**config.mk**
```make
export PLATFORM = sky130hd
export DESIGN_NAME = decoder_scan_flat
export DESIGN_NICKNAME = d
export VERILOG_FILES = /design/src/rtl/decoder_scan_if.sv /design/src/rtl/decoder_scan.sv /design/src/flat_wrapper.sv
export SDC_FILE = /design/constraint.sdc
export NUM_CORES = 1
export LEC_CHECK = 0
export ABC_AREA = 1
export CAP_MARGIN = 15
export CORE_AREA = 2 2 39 41
export CTS_BUF_LIST = sky130_fd_sc_hd__clkbuf_4 sky130_fd_sc_hd__clkbuf_8
export DETAILED_ROUTE_END_ITERATION = 12
export DIE_AREA = 0 0 41 43
export GPL_ROUTABILITY_DRIVEN = 1
export PLACE_DENSITY = 0.82
export SYNTH_ARGS = -nofsm -noshare
export SYNTH_HDL_FRONTEND = slang
export SYNTH_SLANG_ARGS = --single-unit
```
**constraint.sdc**
```tcl
create_clock -name clk -period 1.5 [get_ports clk]
set_input_delay 0.375 -clock clk [delete_from_list [all_inputs] [get_ports clk]]
set_output_delay 0.375 -clock clk [all_outputs]
set_load 0.03 [all_outputs]
```
**src/rtl/decoder_scan_if.sv**
```systemverilog
// decoder_scan_if: bus between the select-code controller and decoder_scan.
//   E     enable; 0 forces the decoder outputs inactive
//   A     N-bit select code, captured when load = 1
//   load  capture strobe for A
//   mode  0 = direct (hold captured code), 1 = self-timed scan
//   D     2^N-bit one-hot decoded output (registered)
//   idx   N-bit index of the currently active line (registered)
//   wrap  one-cycle pulse when the scan steps from the last line to line 0
// Modports: master = controller side, slave = decoder side.
interface decoder_scan_if #(
  parameter int unsigned N = 2
) ();

  localparam int unsigned W = 1 << N;

  logic         E;
  logic [N-1:0] A;
  logic         load;
  logic         mode;
  logic [W-1:0] D;
  logic [N-1:0] idx;
  logic         wrap;

  modport master (
    output E,
    output A,
    output load,
    output mode,
    input  D,
    input  idx,
    input  wrap
  );

  modport slave (
    input  E,
    input  A,
    input  load,
    input  mode,
    output D,
    output idx,
    output wrap
  );

endinterface

```
**src/rtl/decoder_scan.sv**
```systemverilog
// decoder_scan: registered N-to-2^N one-hot decoder with a self-timed scan
// mode that walks the active line through all 2^N outputs, holding each line
// for DWELL cycles. Used for row/column strobing and round-robin enables.
//
// Parameters:
//   N      select width, output width is 2^N (N >= 1)
//   DWELL  cycles each line stays active while scanning (DWELL >= 1)
// Ports:
//   clk    rising-edge clock
//   rst    synchronous active-high reset
//   bus    decoder_scan_if.slave (E, A, load, mode in; D, idx, wrap out)
// Build option:
//   DECODER_SCAN_ACTIVE_LOW_EN  when defined, D is active-low (idle level and
//                               reset value all-ones, active line driven 0).
//                               idx and wrap are unaffected.
module decoder_scan #(
  parameter int unsigned N     = 2,
  parameter int unsigned DWELL = 4
) (
  input  logic          clk,
  input  logic          rst,
  decoder_scan_if.slave bus
);

  localparam int unsigned W  = 1 << N;
  localparam int unsigned CW = (DWELL > 1) ? $clog2(DWELL) : 1;

  localparam logic [CW-1:0] CNT_LAST = CW'(DWELL - 1);

`ifdef DECODER_SCAN_ACTIVE_LOW_EN
  localparam logic [W-1:0] D_OFF = '1;
`else
  localparam logic [W-1:0] D_OFF = '0;
`endif

  localparam logic [1:0] IDLE = 2'd0;
  localparam logic [1:0] HOLD = 2'd1;
  localparam logic [1:0] SCAN = 2'd2;

  logic [1:0]    state,  state_nxt;
  logic [CW-1:0] cnt,    cnt_nxt;
  logic [N-1:0]  idx_q,  idx_nxt;
  logic [W-1:0]  d_q,    d_nxt;
  logic          wrap_q, wrap_nxt;

  // State and output registers; D is stored already in its output polarity.
  always_ff @(posedge clk) begin
    if (rst) begin
      state  <= IDLE;
      cnt    <= '0;
      idx_q  <= '0;
      d_q    <= D_OFF;
      wrap_q <= 1'b0;
    end else begin
      state  <= state_nxt;
      cnt    <= cnt_nxt;
      idx_q  <= idx_nxt;
      d_q    <= d_nxt;
      wrap_q <= wrap_nxt;
    end
  end

  // Next-state, next-index and dwell counter logic.
  always_comb begin
    state_nxt = state;
    cnt_nxt   = cnt;
    idx_nxt   = idx_q;
    wrap_nxt  = 1'b0;

    if (!bus.E) begin
      // Disable overrides load and mode; idx is kept for observability.
      state_nxt = IDLE;
      cnt_nxt   = '0;
    end else begin
      case (state)
        IDLE: begin
          if (bus.mode) begin
            state_nxt = SCAN;
            idx_nxt   = bus.load ? bus.A : '0;
            cnt_nxt   = '0;
          end else if (bus.load) begin
            state_nxt = HOLD;
            idx_nxt   = bus.A;
          end
        end

        HOLD: begin
          if (bus.load) begin
            idx_nxt = bus.A;
          end
          if (bus.mode) begin
            state_nxt = SCAN;
            cnt_nxt   = '0;
          end
        end

        SCAN: begin
          if (bus.load) begin
            // A fresh code restarts the dwell and beats a coincident step.
            idx_nxt = bus.A;
            cnt_nxt = '0;
            if (!bus.mode) begin
              state_nxt = HOLD;
            end
          end else if (!bus.mode) begin
            state_nxt = HOLD;
            cnt_nxt   = '0;
          end else if (cnt == CNT_LAST) begin
            cnt_nxt  = '0;
            idx_nxt  = idx_q + N'(1);
            wrap_nxt = (idx_q == '1);
          end else begin
            cnt_nxt = cnt + CW'(1);
          end
        end

        default: begin
          state_nxt = IDLE;
          cnt_nxt   = '0;
        end
      endcase
    end

    // D always reflects the index that will be registered alongside it.
    if (state_nxt == IDLE) begin
      d_nxt = D_OFF;
    end else begin
      d_nxt = (W'(1) << idx_nxt) ^ D_OFF;
    end
  end

  assign bus.D    = d_q;
  assign bus.idx  = idx_q;
  assign bus.wrap = wrap_q;

endmodule

```
**src/flat_wrapper.sv**
```systemverilog
// flat-port wrapper written by rule: the top's interface ports become plain ports
module decoder_scan_flat 
#(
  parameter int unsigned N     = 2,
  parameter int unsigned DWELL = 4
)
  (clk, rst, bus_E, bus_A, bus_load, bus_mode, bus_D, bus_idx, bus_wrap);
  decoder_scan_if #(.N(N)) bus_i ();
  input  logic clk;
  input  logic rst;
  input wire logic [$bits(bus_i.E)-1:0] bus_E;
  input wire logic [$bits(bus_i.A)-1:0] bus_A;
  input wire logic [$bits(bus_i.load)-1:0] bus_load;
  input wire logic [$bits(bus_i.mode)-1:0] bus_mode;
  output wire logic [$bits(bus_i.D)-1:0] bus_D;
  output wire logic [$bits(bus_i.idx)-1:0] bus_idx;
  output wire logic [$bits(bus_i.wrap)-1:0] bus_wrap;
  assign bus_i.E = bus_E;
  assign bus_i.A = bus_A;
  assign bus_i.load = bus_load;
  assign bus_i.mode = bus_mode;
  assign bus_D = bus_i.D;
  assign bus_idx = bus_i.idx;
  assign bus_wrap = bus_i.wrap;
  decoder_scan #(.N(N), .DWELL(DWELL)) u_core (.clk(clk), .rst(rst), .bus(bus_i));
endmodule
```
-- Word level (Yosys, flattened, before mapping)
Index checks and enable logic that the tools add are counted.
- add/subtract/negate cells: 2
- equality and inequality tests: 5
- shift operators: 1
- multiplexer cells: 19
- bitwise gates (word level): 4
- reductions and logical operators: 6
- operators by type and width (kind ; number):
    $mux W2 ; 16
    $pmux W2 S3 ; 2
    $eq A2 B2 Y1 const B ; 3
    $reduce_or A2 Y1 ; 3
    $reduce_or A6 Y1 ; 1
    $add A2 B1 Y2 const B ; 2
    $logic_not A2 Y1 ; 2
    $not A1 Y1 ; 4
    $pmux W2 S2 ; 1
    $shl A1 B2 Y4 const A ; 1
    $eq A2 B1 Y1 const B ; 1
    $ne A2 B1 Y1 const B ; 1
- flip-flop bits (word level): 11
- input bits: 7
- word-level logic and storage cells: 42

-- Logic depth before layout (Yosys ltp)
Gate-level depths: netlist of the first run.
- depth after elaboration: 7
- gate-level depth with buffers: 11
- mapped depth without buffers: 11

-- Worst setup path after synthesis of the first run
OpenSTA, ideal clock, no wires.
- path kind: register to register
- from: register u_core.idx_q[0] (netlist: u_core.bus.idx[0])
- to: register u_core.d_q[3] (netlist: u_core.bus.D[3])
- arrival time: 1.331 ns
- slack: 0.052 ns
- stages on the path, launching flop included: 12
- buffers on the path: 0
- clock period less this slack: 1.448 ns
- path through: dfxtp_1 -> ha_1 -> inv_1 -> nand2_1 -> nand2_1 -> nand2_1 -> nand2_1 -> nand2_1 -> nand2_2 -> nand2_1 -> nand2_1 -> nor2_1
- longest elaborated chain between the ends: 7
- elaborated cells between the ends (all ways): 9
- classes of those cells: add/sub: 1; shift: 1; mux: 7
- ends and longest elaborated chain (what ; line ; source):
    from (decl) ; decoder_scan.sv:42 ; logic [N-1:0] idx_q, idx_nxt;
    from (signal assigned) ; decoder_scan.sv:57 ; idx_q <= idx_nxt;
    $add A2 B1 Y2 ; decoder_scan.sv:110 ; idx_nxt = idx_q + N'(1);
    $mux W2 ; decoder_scan.sv:108 ; end else if (cnt == CNT_LAST) begin
    $mux W2 ; decoder_scan.sv:105 ; end else if (!bus.mode) begin
    $mux W2 ; decoder_scan.sv:98 ; if (bus.load) begin
    $pmux W2 S3 ; decoder_scan.sv:75 ; case (state)
    $mux W2 * ; decoder_scan.sv:70 ; if (!bus.E) begin
    $shl A1 B2 Y4 * ; decoder_scan.sv:128 ; d_nxt = (W'(1) << idx_nxt) ^ D_OFF;
    to (signal assigned) ; decoder_scan.sv:58 ; d_q <= d_nxt;
    to (decl) ; decoder_scan.sv:43 ; logic [W-1:0] d_q, d_nxt;
Every way passes the cells marked *; elsewhere a longest branch is shown, timed or not.
A chain may end at the register's enable or synchronous reset.

-- Worst setup path after layout of the first run
- from: register u_core.idx_q[0] (netlist: u_core.bus.idx[0])
- to: output bus_idx[0]
- RTL lines (what ; line ; source):
    to (decl) ; flat_wrapper.sv:16 ; output wire logic [$bits(bus_i.idx)-1:0] bus_idx;
No word-level cell between the ends.

==> results of run 1 <==
flip-flops by register name, summed over array words and instances (netlist names):
name	flops
u_core.bus.D	4
u_core.state	2
u_core.bus.idx	2
u_core.bus.wrap	1
u_core.cnt	2
cell families after synthesis:
| family | Yosys count | synth area share |
|---|---|---|
| buffers and inverters | 11 | 0.0714 |
| AOI/OAI and AO/OA | 6 | 0.0822 |
| adders and majority gates | 3 | 0.0649 |
| and+or+nand+nor | 52 | 0.400 |
| DFF | 11 | 0.381 |
metal layers:
layer  vias up  part of all wire  global-route usage
met2        13              0.46               0.247
met3         2             0.042              0.0471
met5         -                 0                   0
met1       246              0.48               0.205
li1        304                 -                   -
met4         0             0.016              0.0400
layout make-up:
type                            count  share of cell area
Clock buffer                        4              0.0378
Timing Repair Buffer               19               0.209
Sequential cell                    11               0.277
Inverter                           11              0.0520
Tap cell                           16              0.0252
Multi-Input combinational cell     61               0.398
power breakdown:
| part | switching, W | total, W | internal [W] |
|---|---|---|---|
| clock | 0.000101 | 0.000222 | 0.000121 |
| combinational | 0.0000623 | 0.000113 | 0.0000502 |
| sequential | 0.00000693 | 0.000307 | 0.000300 |
layout by cell type, fill, tap and decap left out, types with 2 or more instances in the layout:
master	count
sky130_fd_sc_hd__a21oi_1	3
sky130_fd_sc_hd__nand2_2	5
sky130_fd_sc_hd__clkbuf_4	4
sky130_fd_sc_hd__dlygate4sd2_1	7
sky130_fd_sc_hd__nor2_1	13
sky130_fd_sc_hd__clkdlybuf4s50_1	6
sky130_fd_sc_hd__dfxtp_1	11
sky130_fd_sc_hd__buf_4	6
sky130_fd_sc_hd__inv_2	5
sky130_fd_sc_hd__ha_1	3
sky130_fd_sc_hd__inv_1	6
sky130_fd_sc_hd__nand2_1	26
sky130_fd_sc_hd__nor3_1	2
sky130_fd_sc_hd__nand3_1	2
through the flow:
| stage | TNS (ns) | util | hold WS, ns | worst slack (ns) | area, µm² |
|---|---|---|---|---|---|
| floorplan | 0 | - | 0.444 | 0.0517 | 578 |
| global placement | -0.482 | 0.559 | 0.475 | -0.0931 | 773 |
| detailed placement | -0.586 | 0.559 | 0.488 | -0.0923 | 773 |
| CTS | 0 | 0.574 | 0.499 | 0.0584 | 795 |
| global route | 0 | 0.574 | 0.528 | 0.00417 | 795 |
| finish | 0 | 0.574 | 0.491 | 0.0617 | 795 |
worst paths after layout:
kind / from / to / depth (start not counted)
worst max register to register: u_core.bus.idx[0] / u_core.bus.D[3] / 11
worst min register to register: u_core.cnt[1] / u_core.cnt[1] / 2
worst min-delay path: u_core.cnt[1] / u_core.cnt[1] / 2
worst max-delay path: u_core.bus.idx[0] / bus_idx[0] / 1
==> metrics.log, run 1 <==
INFO  metric placement.io_buffers = 13
INFO  metric tritoncts_buffer_count = 3
INFO  metric grt.overflow.total = 0
INFO  metric die_area = 1760 µm²
INFO  metric yosys.cell_types.count = 17
INFO  metric antenna-diode-count = 0
INFO  metric p_leak = 0.406 nW
INFO  metric register_area = 220 µm²
INFO  metric final_max_slew_viol_count = 0
INFO  metric post-route-drc-count = 0
INFO  metric area_growth = 37.4%
INFO  metric cell_with_the_largest_stage_delay_on_the_worst_path = sky130_fd_sc_hd__dlygate4sd2_1
INFO  metric synthTopCellsByArea = sky130_fd_sc_hd__dfxtp_1 38%, sky130_fd_sc_hd__nand2_1 17%, sky130_fd_sc_hd__nor2_1 8.4%
INFO  metric multi_input_logic_area = 317 µm²
INFO  metric setup-violations-final = 0
INFO  metric starting_density_of_the_core = 0.418
INFO  metric post_cts.repair.setup_buffers = 0
INFO  metric crit_path_end_kind = primary output
INFO  metric fmax = approximately 0.70 GHz
INFO  metric outcome = finished clean
INFO  metric power_density = 808 nW/µm²
INFO  metric post_cts.resized_instances = 7
INFO  metric floorplan.rows = 14
INFO  metric synth_sequential_area_ratio = 0.381
INFO  metric synth_top_cells_by_count = 26 x sky130_fd_sc_hd__nand2_1, 13 x sky130_fd_sc_hd__nor2_1, 11 x sky130_fd_sc_hd__dfxtp_1
INFO  metric fillerInstances = 130
INFO  metric clock-root-buffer = sky130_fd_sc_hd__clkbuf_4
INFO  metric yosys_most_used_dff = sky130_fd_sc_hd__dfxtp_1
INFO  metric critPathTopFamily = buffers and inverters
INFO  metric num-nets-final = around 120
INFO  metric criticalPathCategory = reg2out
INFO  metric grt_pass1_wl = 1.93 mm
INFO  metric ys_warn_count = 0
INFO  metric synth-edff-count = 0
INFO  metric timing.slew.headroom = 0.793
INFO  metric cts_hold_repair.buffers = 0
INFO  metric gpl.final_weighted_congestion = a little under 0.8
INFO  metric syn-mean-instance-area = 6.96 µm²
INFO  metric slowest_delay = 0.42 ns
INFO  metric clock_insertion_delay_worst_skew = roughly 0.26 ns
INFO  metric htreeDepth = 1
INFO  metric cts_tree = built
INFO  metric timing.critical_path.required = 1.12 ns
INFO  metric grt_max_degree = 7
INFO  metric max-vdd-ir-drop = approximately 0.5 mV
INFO  metric firstDrtPassIters = 4
INFO  metric mappedNetlistNets = 93
INFO  metric core_area = 1380 µm²
INFO  metric clock-skew-final = 0.00161 ns
INFO  metric cts.sinks = 11
INFO  metric drt_iter0_markers = 7
INFO  metric fin_cells = approximately 120
INFO  metric buffer_and_inverter_count_on_the_worst_path = 1
INFO  metric yosys_register_bits = 11
INFO  metric worst_pin_slew = 0.312 ns
INFO  metric die-width = 41 µm
INFO  metric critical_path.startpoint_type = flip-flop
INFO  metric synth_area = 578 µm²
INFO  metric grt_pass1_vias = 494
INFO  metric grt_setup_unrepaired = false
INFO  metric grtUsageTotal = 0.158
INFO  metric die_y = approximately 43 µm
INFO  metric max_cap_viol_count = 0
INFO  metric total_power = 0.000642 W
INFO  metric post-synth-top-count-cell = sky130_fd_sc_hd__nand2_1
INFO  metric vias_per_inst = 4.63
INFO  metric cp_max_fo = 3
INFO  metric antenna_found_initial = 0
INFO  metric netlist.area_leader.share = 0.381
INFO  metric final_hold_viol_count = 0
INFO  metric min_period_over_period = 0.959
INFO  metric drive_above_1_share = 0.245
INFO  metric reg2reg_slack = 0.15 ns
INFO  metric crit_chain = dlygate4sd2_1
INFO  metric synth_cells = 83
INFO  metric final_min_period = 1.44 ns
INFO  metric worst_ep_arrival_time = 1.06 ns
INFO  metric clock_path_buffers = 2
INFO  metric asyncSetResetFlopFracSynth = 0
INFO  metric ant_nets = 0
INFO  metric ios = 14
INFO  metric clk_pin_slew_worst_paths = 0.07 ns
INFO  metric via_count = between 500 and 600
INFO  metric wl = ~1.2 mm
INFO  metric place_hpwl = 979 µm
INFO  metric routedWlPerCell = 9.61 µm
INFO  metric netlist.top_cell.by_area = sky130_fd_sc_hd__dfxtp_1
INFO  metric dp.cells = 118
INFO  metric hp-class = reg2reg
Note: power is estimated with default switching activity, not from simulation.
==> run 2: changes to the inputs <==
--- a/config.mk
+++ b/config.mk
@@ -6,6 +6,7 @@
 export NUM_CORES = 1
 export LEC_CHECK = 0
 export ABC_AREA = 1
+export ABC_CLOCK_PERIOD_IN_PS = 1500
 export CAP_MARGIN = 15
 export CORE_AREA = 2 2 39 41
 export CTS_BUF_LIST = sky130_fd_sc_hd__clkbuf_4 sky130_fd_sc_hd__clkbuf_8
==> results of run 2 <==
Final layout, timing and power as in run 1 (identical DEF).
==> run 3: changes to the inputs <==
--- a/config.mk
+++ b/config.mk
@@ -12,8 +12,9 @@
 export CTS_BUF_LIST = sky130_fd_sc_hd__clkbuf_4 sky130_fd_sc_hd__clkbuf_8
 export DETAILED_ROUTE_END_ITERATION = 12
 export DIE_AREA = 0 0 41 43
+export DONT_BUFFER_PORTS = 1
 export GPL_ROUTABILITY_DRIVEN = 1
-export PLACE_DENSITY = 0.82
+export PLACE_DENSITY = 0.69
 export SYNTH_ARGS = -nofsm -noshare
 export SYNTH_HDL_FRONTEND = slang
 export SYNTH_SLANG_ARGS = --single-unit
==> run 3 against run 2 <==
Effect of this change:
- via count shrank 14%
- die area is the same
- hold slack worse by 0.32 ns
- clock skew rose by 0.0059 ns
==> metrics.log, run 3 (same netlist as run 1, synthesis figures left out) <==
INFO  metric fmax = 0.774 GHz (+11%)
INFO  metric grt.overflow.total = 0 (unchanged)
INFO  metric grt_max_degree = 7 (unchanged)
INFO  metric num-nets-final = 100 (-15%)
INFO  metric htreeDepth = 1 (unchanged)
INFO  metric placement.io_buffers = 0 (-13)
INFO  metric die_y = 43 µm (unchanged)
INFO  metric worst_pin_slew = 0.289 ns (-0.0231 ns)
INFO  metric routedWlPerCell = 9.40 µm (-2.2%)
INFO  metric timing.setup.tns = 0 ns (unchanged)
INFO  metric grt_pass1_vias = 444 (-10%)
INFO  metric floorplan.rows = 14 (unchanged)
INFO  metric place_hpwl = 844 µm (-14%)
INFO  metric cts_hold_repair.buffers = 0 (unchanged)
INFO  metric layout.cells.most_common_list = 26 x sky130_fd_sc_hd__nand2_1, 13 x sky130_fd_sc_hd__nor2_1, 11 x sky130_fd_sc_hd__dfxtp_1
INFO  metric post_cts.resized_instances = 0 (-7)
INFO  metric timing.slew.headroom = 0.807 (+0.0143)
INFO  metric die-width = 41 µm (unchanged)
INFO  metric starting_density_of_the_core = 0.418 (unchanged)
INFO  metric cp_common_cell = sky130_fd_sc_hd__nand2_1
INFO  metric cts_tree = built
INFO  metric max_cap_viol_count = 0 (unchanged)
INFO  metric ios = 14 (unchanged)
INFO  metric largest_register_ffs = 4 (unchanged)
INFO  metric final_max_slew_viol_count = 0 (unchanged)
INFO  metric clk_pin_slew_worst_paths = 0.07 ns (about the same)
INFO  metric total_power = 0.000608 W (-5.3%)
INFO  metric clock-root-buffer = sky130_fd_sc_hd__clkbuf_4
INFO  metric final_min_period = 1.29 ns (-0.147 ns)
INFO  metric cell_with_the_largest_stage_delay_on_the_worst_path = sky130_fd_sc_hd__dfxtp_1
INFO  metric grt_setup_unrepaired = false
INFO  metric fillerInstances = 149 (+15%)
INFO  metric area_growth = 11.3%
INFO  metric vias_per_inst = 4.64 (+0.15%)
INFO  metric drive_above_1_share = 0.247 (+0.00191)
INFO  metric power_density = 945 nW/µm² (+17%)
INFO  metric post-route-drc-count = 0 (unchanged)
INFO  metric setup-violations-final = 0 (unchanged)
INFO  metric timing.critical_path.required = 1.66 ns (+0.54 ns)
INFO  metric firstDrtPassIters = 2 (-2)
INFO  metric critical_path.startpoint_type = flip-flop
INFO  metric crit_path_end_kind = flip-flop
INFO  metric outcome = finished clean
INFO  metric antenna_found_initial = 0 (unchanged)
INFO  metric clock_path_buffers = 2 (unchanged)
INFO  metric tritoncts_buffer_count = 3 (unchanged)
INFO  metric crit_chain = ha_1, nand2_1, nand2_1, nand2_1, nand2_2, nand2_2, a21boi_2, nor2_1
INFO  metric slowest_delay = 0.38 ns (-0.04 ns)
INFO  metric drt_iter0_markers = 2 (-5)
INFO  metric antenna-diode-count = 0 (unchanged)
INFO  metric clock_insertion_delay_worst_skew = 0.27 ns (about the same)
INFO  metric cp_max_fo = 4 (+1)
INFO  metric die_area = 1760 µm² (unchanged)
INFO  metric timing.hold.ws = 0.168 ns (-0.323 ns)
INFO  metric p_leak = 0.309 nW (-24%)
INFO  metric final_hold_viol_count = 0 (unchanged)
INFO  metric post_cts.repair.setup_buffers = 0 (unchanged)
INFO  metric min_period_over_period = 0.861 (-0.0981)
INFO  metric max-vdd-ir-drop = 0.554 mV (+11%)
INFO  metric final_common_cell = sky130_fd_sc_hd__nand2_1
INFO  metric grt_pass1_wl = 1.63 mm (-16%)
INFO  metric gpl.final_weighted_congestion = 0.759 (-1.6%)
INFO  metric worst_ep_arrival_time = 1.45 ns (+0.39 ns)
INFO  metric core_area = 1380 µm² (unchanged)
INFO  metric grtUsageTotal = 0.145 (-0.0129)
INFO  metric cts.sinks = 11 (unchanged)
INFO  metric hp-class = in2reg
INFO  metric criticalPathCategory = reg2reg
INFO  metric clock-skew-final = 0.00749 ns (+0.00589 ns)
INFO  metric ant_nets = 0 (unchanged)
INFO  metric wl = 987 µm (-16%)
INFO  metric via_count = 487 (-14%)
==> run 3: layout make-up <==
class / instances / area [µm²] / area share
clock buffer: 4 / 30.0 / 0.0467
inverter: 11 / 41.3 / 0.0642
multi-input combinational: 61 / 317 / 0.492
sequential: 11 / 220 / 0.342
tap: 16 / 20.0 / 0.0311
timing repair buffer: 2 / 15.0 / 0.0233
==> run 3: where the power goes <==
group / switching [W] / total, W / leakage [nW] / internal, W
clock: 0.000102 / 0.000223 / 0.0184 / 0.000121
sequential: 0.0000124 / 0.000313 / 0.0894 / 0.000301
combinational: 0.0000471 / 0.0000723 / 0.201 / 0.0000252
total: 0.000161 / 0.000608 / 0.309 / 0.000447
==> run 3: path summary, 6_finish.rpt <==
path / start / to / slack (ns) / cells past startpoint
setup reg to reg: u_core.cnt[0] / u_core.bus.D[3] / 0.21 / 8
hold / removal: bus_mode / u_core.state[0] / 0.17 / 1
hold reg to reg: u_core.cnt[1] / u_core.cnt[1] / 0.49 / 2
setup / recovery: u_core.cnt[0] / u_core.bus.D[3] / 0.21 / 8
==> run 3: per-stage QoR <==
stage / utilization / cell area, µm² / worst slack, ns / cells
after floorplan: - / 578 / 0.0517 / 83
after global placement: 0.443 / 613 / 0.242 / 101
after detailed placement: 0.443 / 613 / 0.219 / 101
after CTS: 0.465 / 643 / 0.206 / 105
after global routing: 0.465 / 643 / 0.0976 / 105
final: 0.465 / 643 / 0.209 / 105
==> run 3: metal layers <==
layer	track usage	up-vias	wire (µm)
met2	0.194	12	444
li1	-	269	-
met5	0	-	0
met1	0.173	204	454
met3	0.0419	2	72
met4	0.140	0	17
==> run 3: worst max-delay path, delay by kind of cell (launching register included) <==
family / cells / cell delay [ns]
adder cells (fa/ha/maj): 1 / 0.24
AND/OR/NAND/NOR: 6 / 0.39
flip-flops: 1 / 0.38
AO/OA/AOI/OAI: 1 / 0.18
